`src/rtl/ls00_quad_nand_bist.sv`:
```
// Built-in self-test sequencer for the ls00_quad_nand quad 2-input NAND block.
// Applies four rotating input vectors to all gates, checks the outputs and reports pass/fail.
module ls00_quad_nand_bist #(
    parameter int unsigned SETTLE_CYCLES = 2
) (
    input  logic       clk,
    input  logic       rst,
    input  logic       start,
    output logic       a1,
    output logic       b1,
    output logic       a2,
    output logic       b2,
    output logic       a3,
    output logic       b3,
    output logic       a4,
    output logic       b4,
    input  logic       y1,
    input  logic       y2,
    input  logic       y3,
    input  logic       y4,
    output logic       busy,
    output logic       done,
    output logic       pass,
    output logic [4:0] err_count,
    output logic [3:0] fail_mask
);

    // Settle counter is 4 bits, enough for SETTLE_CYCLES in 1..15.
    localparam logic [3:0] CntReload = 4'(SETTLE_CYCLES - 1);

    typedef enum logic [1:0] {
        StIdle,
        StApply,
        StCheck,
        StDone
    } state_e;

    state_e      state_q, state_d;
    logic [1:0]  v_q, v_d;
    logic [3:0]  cnt_q, cnt_d;
    logic [4:0]  err_q, err_d;
    logic [3:0]  mask_q, mask_d;
    logic [7:0]  ab_q, ab_d;
    logic        busy_q, busy_d;
    logic        done_q, done_d;
    logic        pass_q, pass_d;

    logic [3:0]  y_vec;
    logic [3:0]  exp_vec;
    logic [3:0]  mism;
    logic [2:0]  mism_cnt;

    // Gate g (0-based) gets {a,b} = (v + g) mod 4, packed as ab[2g+1]=a, ab[2g]=b.
    function automatic logic [7:0] vec_for(input logic [1:0] v);
        logic [7:0] vec;
        vec = '0;
        for (int g = 0; g < 4; g++) begin
            vec[2*g +: 2] = v + 2'(g);
        end
        return vec;
    endfunction

    assign y_vec = {y4, y3, y2, y1};

    // Case inequality so that X/Z on a returned output is flagged in simulation.
    always_comb begin
        exp_vec = '0;
        mism    = '0;
        for (int g = 0; g < 4; g++) begin
            exp_vec[g] = ~(ab_q[2*g+1] & ab_q[2*g]);
            mism[g]    = (y_vec[g] !== exp_vec[g]);
        end
        mism_cnt = 3'(mism[0]) + 3'(mism[1]) + 3'(mism[2]) + 3'(mism[3]);
    end

    always_comb begin
        state_d = state_q;
        v_d     = v_q;
        cnt_d   = cnt_q;
        err_d   = err_q;
        mask_d  = mask_q;
        ab_d    = ab_q;

        unique case (state_q)
            StIdle: begin
                ab_d = '0;
                if (start) begin
                    state_d = StApply;
                    v_d     = 2'd0;
                    cnt_d   = CntReload;
                    err_d   = '0;
                    mask_d  = '0;
                    ab_d    = vec_for(2'd0);
                end
            end
            StApply: begin
                if (cnt_q == 4'd0) begin
                    state_d = StCheck;
                end else begin
                    cnt_d = cnt_q - 4'd1;
                end
            end
            StCheck: begin
                err_d  = err_q + {2'b00, mism_cnt};
                mask_d = mask_q | mism;
                if (v_q == 2'd3) begin
                    state_d = StDone;
                end else begin
                    state_d = StApply;
                    v_d     = v_q + 2'd1;
                    cnt_d   = CntReload;
                    ab_d    = vec_for(v_q + 2'd1);
                end
            end
            StDone: begin
                // Last vector stays driven; a new start behaves exactly as from idle.
                if (start) begin
                    state_d = StApply;
                    v_d     = 2'd0;
                    cnt_d   = CntReload;
                    err_d   = '0;
                    mask_d  = '0;
                    ab_d    = vec_for(2'd0);
                end
            end
            default: begin
                state_d = StIdle;
                ab_d    = '0;
            end
        endcase

        busy_d = (state_d == StApply) || (state_d == StCheck);
        done_d = (state_d == StDone);
        pass_d = done_d && (err_d == 5'd0);
    end

    always_ff @(posedge clk) begin
        if (rst) begin
            state_q <= StIdle;
            v_q     <= 2'd0;
            cnt_q   <= 4'd0;
            err_q   <= 5'd0;
            mask_q  <= 4'd0;
            ab_q    <= 8'd0;
            busy_q  <= 1'b0;
            done_q  <= 1'b0;
            pass_q  <= 1'b0;
        end else begin
            state_q <= state_d;
            v_q     <= v_d;
            cnt_q   <= cnt_d;
            err_q   <= err_d;
            mask_q  <= mask_d;
            ab_q    <= ab_d;
            busy_q  <= busy_d;
            done_q  <= done_d;
            pass_q  <= pass_d;
        end
    end

    assign {a1, b1} = ab_q[1:0];
    assign {a2, b2} = ab_q[3:2];
    assign {a3, b3} = ab_q[5:4];
    assign {a4, b4} = ab_q[7:6];

    assign busy      = busy_q;
    assign done      = done_q;
    assign pass      = pass_q;
    assign err_count = err_q;
    assign fail_mask = mask_q;

endmodule

```
`config.mk`:
```
export PLATFORM = sky130hd
export DESIGN_NAME = ls00_quad_nand_bist
export DESIGN_NICKNAME = d
export VERILOG_FILES = /design/src/rtl/ls00_quad_nand_bist.sv
export SDC_FILE = /design/constraint.sdc
export NUM_CORES = 1
export LEC_CHECK = 0
export CAP_MARGIN = 5
export CORE_ASPECT_RATIO = 0.7
export CORE_MARGIN = 8
export CORE_UTILIZATION = 46
export DETAILED_ROUTE_END_ITERATION = 16
export HOLD_SLACK_MARGIN = 0.1
export PLACE_DENSITY = 0.75
export SKIP_CTS_REPAIR_TIMING = 1
export SLEW_MARGIN = 20
export SYNTH_ARGS = -nofsm -noshare
export SYNTH_HDL_FRONTEND = slang
export SYNTH_SLANG_ARGS = --single-unit
```
`constraint.sdc`:
```
create_clock -name clk -period 2.4 [get_ports clk]
set_input_delay 0.48 -clock clk [delete_from_list [all_inputs] [get_ports clk]]
set_output_delay 0.48 -clock clk [all_outputs]
set_load 0.02 [all_outputs]
```
==> reports/metrics.yaml <==
synth.area.mux_share: 0
vdd_drop_max_mv: 0.573
die_area_um2: 5150
synth.largest_area_cell: "dfxtp_1"
ant_nets: 0
final.fill_count: 258
max_freq_mhz: 374
cts.sinks: 26
synth_warnings: 0
drive_above_1_share: 0.216
end_kind: "flip-flop"
grt_overflow: 0
port_buffers: 26
drv_slew: 0
synthAdderAreaFrac: 0.121
syn_avg_cell_area_um2: 8.56
grt_pass1_wl_um: 6080
final_common_cell: "clkdlybuf4s50_1"
synth_simple_gate_area_frac: 0.230
io_pins: 27
syn_inst: 166
wire_per_inst_um: 15.1
hp-class: "reg2reg"
synth_top_family_by_area: "simple AND/OR/NAND/NOR gates"
fin_cells: 242
antenna_found_initial: 0
fin_area_um2: 1910
setup_viol: 4
criticalPathCategory: "reg2reg"
die_y_um: 62.5
fin_tns_setup_ns: -0.481
r2r_cells: 10
areaGrowthSynthToFinish_pct: 34.5
initial_core_util: 0.467
cts_tree: "yes"
power-per-cell-area_nw_per_um2: 961
maxCapViolCount: 0
multi_input_area_um2: 845
dr.pass1.iters: 4
cts-buffers-inserted: 3
holdPathStages: 2
syn_area_um2: 1420
yosys.area_share.xor_xnor: 0.0308
clock_latency_ns: 0.27
die_x_um: 82.4
cts.path.max_buffers: 2
path_clk_slew_ns: 0.09
hold_viol: 0
place_area_um2: 1820
synth_compound_area_frac: 0.178
rows: 17
synthTopCellsByArea: "dfxtp_1 (37%), ha_1 (7.9%), nor2_1 (5.3%)"
via_count: 1306
max-slew-margin-rel: 0.619
status: "finished with violations"
grtUsageTotal: 0.148
fin_ws_ns: -0.273
drc_errors: 0
power_mw: 1.84
grt_pass1_vias: 1324
grt_max_degree: 15
cp.required_ns: 2.59
hpwl_um: 2830
finalCritPeriodShare: 1.11
start_kind: "flip-flop"
diodes: 0
leakagePower_nw: 0.798
first_iter_violations: 81
synth.distinct_cells: 40
syn-num-nets: 185
netlist.area_leader.share: 0.366
tightest_slew_ns: 0.572
seqCellArea_um2: 527
critPathMaxFanout: 4
wl_um: 3650
gp_congestion: 0.885
synth-seq-cells: 26
layout.nets: 224
skew_ns: 0.00300
final_cell_mix: "clkdlybuf4s50_1 (24), dfxtp_1 (23), nor2_1 (19)"
critPathArrivalTime_ns: 2.86
vias_per_cell: 5.40
coreArea_um2: 3040
rsz0062_at_grt: "yes"
violations: "negative setup slack"
ys_seq_area_frac: 0.366
cts_max_level: 1
fin_crit_ns: 2.67
cts_root_buf: "clkbuf_8"
final_core_util: 0.629
post-place-cells: 238
-- synthesized netlist by cell type (all sizes together) --
master,instances
a21o,1
a22oi,1
a221oi,1
nand3,6
nor3,4
and2,4
o21ai,8
a211o,1
o211ai,1
xor2,4
nand2,15
nand4b,1
fa,3
a32oi,2
a21boi,1
a21oi,13
or3,3
buf,4
inv,18
o221a,1
clkbuf,2
nor2b,4
nor2,21
dfxtp,26
o22ai,1
nand2b,1
a31oi,4
ha,9
nor4,3
xnor2,1
nor3b,2
-- through the flow --
step	hold WS [ns]	setup WS [ns]
floorplan	0.458	-0.0124
global placement	0.452	-0.574
detailed placement	0.464	-0.626
CTS	0.482	-0.339
global route	0.511	-0.408
finish	0.481	-0.273
-- sequential cells by signal, indices dropped and copies added (netlist names) --
register,count
done,1
err_count,5
v_q,2
state_q,2
ab_q,6
cnt_q,4
pass,1
busy,1
fail_mask,4
-- final timing paths --
kind	from	endpoint	slack [ns]
setup / recovery	ab_q[4]	pass	-0.27
hold / removal	fail_mask[3]	fail_mask[3]	0.48
setup reg to reg	ab_q[4]	pass	-0.27
hold reg to reg	fail_mask[3]	fail_mask[3]	0.48
-- logic make-up (layout without fill, tap and decap cells) --
logic type      after synthesis  count (layout)
simple gates                 64              64
fa+ha+maj                    12              12
xor+xnor                      5               5
flops                        26              26
buf+inv                      24              62
compound gates               35              35
-- where the power goes --
group | internal [mW] | total, mW | leakage [nW] | switching (mW)
combinational | 0.411 | 0.955 | 0.555 | 0.544
sequential | 0.518 | 0.596 | 0.214 | 0.0779
clock | 0.147 | 0.287 | 0.0288 | 0.140
total | 1.08 | 1.84 | 0.798 | 0.762
-- cell type report --
class,instances,area share
clock buffer,4,0.0288
inverter,18,0.0353
multi-input combinational,116,0.442
sequential,26,0.276
tap,38,0.0249
timing repair buffer,40,0.194
-- critical path, stage by stage, from the launching register on --
cell     delay, ns
dfxtp_4       0.39
nand2_4       0.06
xor2_2        0.16
inv_1         0.07
fa_1          0.49
fa_2          0.41
inv_2         0.06
fa_2          0.42
a22oi_2       0.17
nand3_1       0.11
nor4_2        0.26
-- layer usage --
metal  global-route usage  up-vias  share of wire
met5                    0        -              0
met4               0.0393        0          0.019
met3               0.0345        8          0.069
met2                0.257       44           0.50
met1                0.173      622           0.42
li1                     -      632              -
Power figures use the tool's default switching activity.
